===== src/rtl/uart_tx_frame.sv =====
// uart_tx_frame: 8N1 UART transmitter, LSB first, valid/ready byte intake, registered line output.
// Define UART_TX_PARITY_EN to insert an even-parity bit after the data bits (8E1).
module uart_tx_frame #(
  parameter int P_BIT_CNT   = 433,
  parameter int P_DATA_BITS = 8
) (
  input  logic       clk,
  input  logic       rst,
  input  logic [7:0] tx_data,
  input  logic       tx_valid,
  output logic       tx_ready,
  output logic       uart_out,
  output logic       tx_busy,
  output logic       tx_done
);
  typedef enum logic [2:0] {S_IDLE, S_START, S_DATA, S_PARITY, S_STOP} state_t;
  state_t     r_state, w_state_nxt;
  logic [8:0] r_cnt;
  logic [2:0] r_idx, w_idx_nxt;
  logic [7:0] r_shift, w_shift_nxt;
  logic       r_out, w_out_nxt;
  logic       w_bnd;
`ifdef UART_TX_PARITY_EN
  logic       r_par;
`endif
  assign w_bnd    = r_cnt == 9'(P_BIT_CNT);
  assign tx_ready = r_state == S_IDLE;
  assign tx_busy  = r_state != S_IDLE;
  assign tx_done  = r_state == S_STOP && w_bnd;
  assign uart_out = r_out;
  always_ff @(posedge clk or posedge rst)
    if (rst) begin
      r_state <= S_IDLE;
      r_cnt   <= '0;
      r_idx   <= '0;
      r_shift <= '0;
      r_out   <= 1'b1;
    end else begin
      r_state <= w_state_nxt;
      r_cnt   <= (r_state == S_IDLE || w_bnd) ? 9'd0 : r_cnt + 9'd1;
      r_idx   <= w_idx_nxt;
      r_shift <= w_shift_nxt;
      r_out   <= w_out_nxt;
    end
`ifdef UART_TX_PARITY_EN
  always_ff @(posedge clk or posedge rst)
    if (rst) r_par <= 1'b0;
    else if (r_state == S_IDLE && tx_valid) r_par <= ^tx_data;
`endif
  // Line level is computed for the state being entered so uart_out stays registered.
  always_comb begin
    w_state_nxt = r_state;
    w_idx_nxt   = r_idx;
    w_shift_nxt = r_shift;
    w_out_nxt   = r_out;
    case (r_state)
      S_IDLE: begin
        w_out_nxt = 1'b1;
        if (tx_valid) begin
          w_state_nxt = S_START;
          w_shift_nxt = tx_data;
          w_idx_nxt   = '0;
          w_out_nxt   = 1'b0;
        end
      end
      S_START: if (w_bnd) begin
        w_state_nxt = S_DATA;
        w_out_nxt   = r_shift[0];
      end
      S_DATA: if (w_bnd) begin
        if (r_idx == 3'(P_DATA_BITS - 1)) begin
`ifdef UART_TX_PARITY_EN
          w_state_nxt = S_PARITY;
          w_out_nxt   = r_par;
`else
          w_state_nxt = S_STOP;
          w_out_nxt   = 1'b1;
`endif
        end else begin
          w_idx_nxt   = r_idx + 3'd1;
          w_shift_nxt = r_shift >> 1;
          w_out_nxt   = r_shift[1];
        end
      end
`ifdef UART_TX_PARITY_EN
      S_PARITY: if (w_bnd) begin
        w_state_nxt = S_STOP;
        w_out_nxt   = 1'b1;
      end
`endif
      S_STOP: if (w_bnd) begin
        w_state_nxt = S_IDLE;
        w_out_nxt   = 1'b1;
      end
      default: begin
        w_state_nxt = S_IDLE;
        w_out_nxt   = 1'b1;
      end
    endcase
  end
endmodule

===== config.mk =====
export PLATFORM = sky130hd
export DESIGN_NAME = uart_tx_frame
export DESIGN_NICKNAME = d
export VERILOG_FILES = /design/src/rtl/uart_tx_frame.sv
export SDC_FILE = /design/constraint.sdc
export NUM_CORES = 1
export LEC_CHECK = 0
export CORE_AREA = 3 3 56 58
export DETAILED_ROUTE_END_ITERATION = 8
export DIE_AREA = 0 0 59 61
export PLACE_DENSITY_LB_ADDON = 0.12
export SLEW_MARGIN = 10
export SYNTH_ARGS = -nofsm -noshare
export SYNTH_HDL_FRONTEND = slang
export SYNTH_SLANG_ARGS = --single-unit

===== constraint.sdc =====
create_clock -name clk -period 1.8 [get_ports clk]
set_input_delay 0.36 -clock clk [delete_from_list [all_inputs] [get_ports clk]]
set_output_delay 0.36 -clock clk [all_outputs]
set_load 0.005 [all_outputs]

Word-level counts from Yosys, hierarchy flattened:

Cells that the tools add are included.

* register bits: 24
* output and inout port bits: 4
* word-level logic and storage cells: 47

* add/sub/neg operators: 2
* equality and inequality tests: 11
* mux-type cells: 21
* reduce and logical (&&, ||, !) cells: 8

Operator list (count)
* 3-bit two-way mux: 8
* 8-bit two-way mux: 3
* 8-bit one-hot mux with 2 select lines: 1
* 2-bit inequality test, second input constant: 6
* 3-bit one-hot mux with 4 select lines: 1
* 9-bit by 1-bit adder with 9-bit output, second input constant: 1
* 9-bit equality test, second input constant: 1
* 9-bit two-way mux: 1
* 3-bit equality test, second input constant: 2
* 3-bit one-hot mux with 2 select lines: 1
* 1-bit two-way mux: 5
* 5-bit AND reduction: 1
* 1-bit one-hot mux with 4 select lines: 1
* 4-bit AND reduction: 1
* 3-bit by 1-bit adder with 3-bit output, second input constant: 1
* 3-bit by 1-bit equality test with 1-bit output, second input constant: 1
* 3-bit by 2-bit equality test with 1-bit output, second input constant: 1
* 3-bit logical NOT: 1
* 3-bit AND reduction: 1
* 3-bit nonzero test: 1
* 2-bit nonzero test: 1
* 1-bit logical AND: 1
* 1-bit logical OR: 1

Depth between registers and ports, before layout:

* word-level depth: 4
* mapped depth: 8
* mapped depth without buffers: 6

Least setup slack after synthesis:

OpenSTA, ideal clock, no wires.

* path kind: register to register
* start point: reg r_idx[0]
* end point: reg r_idx[1]
* data arrival time: 1569 ps
* data required time: 1681 ps
* setup slack: 112 ps
* cell stages (with the launch flop): 8
* clock period less this slack: 1688 ps
* path through: dfrtp_1 > ha_1 > ha_1 > nor4b_1 > a32oi_1 > buf_2 > nand2_1 > o21ai_2

* word-level cells in the longest chain between the ends: 4
* elaborated cells on any way between the ends: 7

RTL lines
* start, declared: RTL line 19 `logic [2:0] r_idx, w_idx_nxt;`
* start signal, assigned: RTL line 41 `r_idx <= w_idx_nxt;`
* 3-bit by 1-bit adder with 3-bit output: RTL line 80 `w_idx_nxt = r_idx + 3'd1;`
* 3-bit two-way mux: RTL line 71 `if (r_idx == 3'(P_DATA_BITS - 1)) begin`
* 3-bit two-way mux: RTL line 70 `S_DATA: if (w_bnd) begin`
* 3-bit one-hot mux with 2 select lines: RTL line 56 `case (r_state)`

Parallel ways exist; a longest one is shown, timed or not. The select of a mux whose other input is x is not followed.
A chain may end at the register's enable or synchronous reset.

Worst setup path in the final report:

* start point: reg r_cnt[1]
* end point: out tx_done

* word-level cells in the longest chain between the ends: 2

RTL lines
* start, declared: RTL line 18 `logic [8:0] r_cnt;`
* start signal, assigned: RTL line 40 `r_cnt <= (r_state == S_IDLE || w_bnd) ? 9'd0 : r_cnt + 9'd1;`
* 9-bit equality test: RTL line 26 `assign w_bnd = r_cnt == 9'(P_BIT_CNT);`
* 1-bit logical AND: RTL line 29 `assign tx_done = r_state == S_STOP && w_bnd;`
* end, declared: RTL line 14 `output logic tx_done`

No other way between the ends.

==> impl_metrics.csv <==
group,metric,value,unit
clocking,cts_tree,"built",
detailed_routing,firstDrtPassIters,4,
timing,fmax,531,MHz
finish,final_layout_size_suffix_gt1_frac,0.391,
die,dieArea,0.00360,mm²
clocking,cts.path.max_buffers,2,
timing,setup_viol,1,
synth,synth_top_area_cell,"dfrtp_1",
grt,use_met2,0.267,
clocking,htree_levels,1,
synth,synth.net_count,141,
synth,synth-xor-area-share,0.0475,
synth,yosys.area_share.simple,0.235,
setup_path,path_cells,"inv_2 -> ha_4 -> and4_4 -> and2_4 -> and3_4 -> buf_6",
synth,yosysUniqueCellTypes,34,
die,dieWidth,59,µm
detailed_routing,wl_per_cell,13.7,µm
finish,multi_input_comb_area,778,µm²
timing,slew_violations,0,
die,initial_utilization,0.476,
synth,ys_ff_latch,24,
synth,yosys-top-cells-area,"dfrtp_1 (45%), o21ai_2 (6.1%), mux2i_1 (5.4%)",
grt,grt_pass1_vias,953,
synth,synth_mux_area_frac,0.0543,
synth,synth_commonest_cells,"dfrtp_1 (23), nand2_1 (15), nor2_1 (15), o21ai_2 (9), mux2i_1 (7)",
synth,synth_async_sr_flop_share,1.00,
die,ios,15,
clocking,clock_latency,0.31,ns
power,power.total,1.41,mW
synth,synth-edff-count,0,
setup_path,slowest_stage,"dfrtp_1",
setup_path,end_kind,"output port",
finish,area_delta_synth_final,41.9,%
timing,worst_slew_pin_slew,0.376,ns
synth,synth_top_family_by_area,"simple AND/OR/NAND/NOR gates",
power,leakagePower,0.756,nW
grt,top_usage_layer,"met2",
detailed_routing,routed-via-count,1021,
finish,nFillCells,220,
synth,synth_top_area_share,0.446,
outcome,outcome,"complete, but fails checks",
finish,final_util,0.675,
finish,fin_area,0.00183,mm²
clocking,clkTransAtPathRegs,0.13,ns
placement,portBuffers,14,
placement,placed_area,0.00157,mm²
detailed_routing,drtIter0Drc,23,
die,rows,19,
timing,relSlewSlack,0.743,
detailed_routing,viasPerCell,5.32,
synth,postSynthCellCount,126,
run,drv_cap,0,
clocking,cts-root-buf,"clkbuf_4",
grt,use_met1,0.181,
timing,min_period_over_period,1.05,
placement,gp_congestion,0.760,
setup_path,crit_type,"flop to output port",
grt,antenna_found_initial,0,
finish,insertedDiodeCount,0,
grt,grtUsageMet3,0.0191,
clocking,clock_sinks,24,
timing,finalSetupTns,-0.0823,ns
synth,seq_area_frac_synth,0.467,
detailed_routing,drc,0,
outcome,violations,"setup timing",
die,coreArea,0.00271,mm²
grt,track_usage,0.147,
power,ir_worst_vdd,0.647,mV
synth,synth.avg_cell_area,10.2,µm²
timing,hold_slack,0.371,ns
timing,fin_ws,-0.0823,ns
timing,rsz0062_at_grt,"true",
timing,final.min_clock_period,1.88,ns
finish,fin_nets,177,
synth,syn-cell-area,0.00129,mm²
timing,hold_viol_final,0,
placement,hpwl,1760,µm
setup_path,slowest_delay,0.42,ns
synth,ys_warn_count,0,
synth,synth_compound_area_frac,0.106,
synth,synthAdderAreaFrac,0.0388,
setup_path,critPathLaunchType,"flop",
finish,register_area,602,µm²
setup_path,cp.arrival,1.52,ns
synth,yosysMostFrequentCell,"dfrtp_1",
grt,grt-ovfl-total,0,
setup_path,cp_max_fo,2,
grt,grt_pass1_wl,4040,µm
clocking,cts_buffers,3,
grt,grt_start_max_net_pins,25,
detailed_routing,route.final.wire_length,2640,µm
synth,synth_ff_type,"dfrtp_1",
die,die_height,61,µm
power,power_density,772,mW/mm²
hold_path,hold_class,"input pin to asynchronous set/reset pin",
detailed_routing,antenna_left,0,
timing,finClkSkew,0.00819,ns
setup_path,required,1.44,ns
==> what timing repair did <==
action	4_1_cts	5_1_grt
endpoints found under the setup margin	14	13
buffers inserted	0	3
gates resized for setup	7	39
hold buffers	0	0
pin swaps	0	18
cloned	0	3
==> layout by cell type, fill, tap and decap left out, drive strengths merged, types with 3 or more instances in the layout <==
cell           netlist  final
nor2b                3      3
inv                  4      4
nor2                15     15
ha                   4      4
o21ai               11     11
nand2               15     15
buf                  7     23
clkdlybuf4s50        0     11
mux2i                7      7
nor4b                4      4
clkbuf               0      7
dfrtp               23     23
a21oi                3      3
xnor2                5      5
nand3                4      4
==> path summary, 6_finish.rpt <==
kind | slack (ns) | start | endpoint | depth (start not counted)
worst max-delay path | -0.08 | r_cnt[1] | tx_done | 6
worst min-delay path | 0.37 | rst | r_shift[7] | 3
worst max register to register | 0.01 | r_idx[1] | r_idx[2] | 6
worst min register to register | 0.50 | r_idx[0] | r_idx[0] | 1
max in group asynchronous | 1.13 | rst | uart_out | 3
min in group clk | 0.50 | r_idx[0] | r_idx[0] | 1
==> area by class of cell <==
| type | count | share of cell area |
|---|---|---|
| clock buffer | 4 | 0.0144 |
| inverter | 4 | 0.00957 |
| multi-input combinational | 91 | 0.425 |
| sequential | 24 | 0.329 |
| tap | 31 | 0.0212 |
| timing repair buffer | 38 | 0.201 |
==> layer usage <==
| layer | vias to the layer above | routed length (µm) | share of wire |
|---|---|---|---|
| met3 | 2 | 79 | 0.030 |
| li1 | 506 | - | - |
| met1 | 497 | 1170 | 0.44 |
| met5 | - | 0 | 0 |
| met2 | 16 | 1380 | 0.52 |
| met4 | 0 | 13 | 0.0049 |
==> logic make-up (layout without fill, tap and decap cells) <==
| kind of cell | after synthesis | after routing |
|---|---|---|
| AO/OA/AOI/OAI | 18 | 18 |
| XOR/XNOR | 7 | 7 |
| adder cells (fa/ha/maj) | 4 | 4 |
| buffers and inverters | 11 | 46 |
| flip-flops | 24 | 24 |
| multiplexers | 7 | 7 |
| AND/OR/NAND/NOR | 55 | 55 |
==> flip-flops by register name, indices dropped and copies added, names as in the netlist <==
signal    count
r_state       3
r_cnt         9
uart_out      1
r_shift       8
r_idx         3
==> power breakdown <==
part           switching, mW  total [mW]  internal [mW]
Combinational          0.200       0.449          0.249
Sequential            0.0852       0.722          0.637
Clock                  0.156       0.242         0.0864
==> through the flow <==
step	setup slack, ns	cells
after floorplan	0.112	126
after global placement	-0.0780	183
after detailed placement	-0.121	183
after CTS	-0.184	187
after global routing	-0.166	192
final	-0.0823	192
==> critical path: cells and delay by family, from the launching register on <==
kind / cells / cell delay [ns]
buffers and inverters: 2 / 0.16
and+or+nand+nor: 3 / 0.51
adders and majority gates: 1 / 0.12
DFF: 1 / 0.42
No activity file was read; power rests on OpenSTA's default activity.
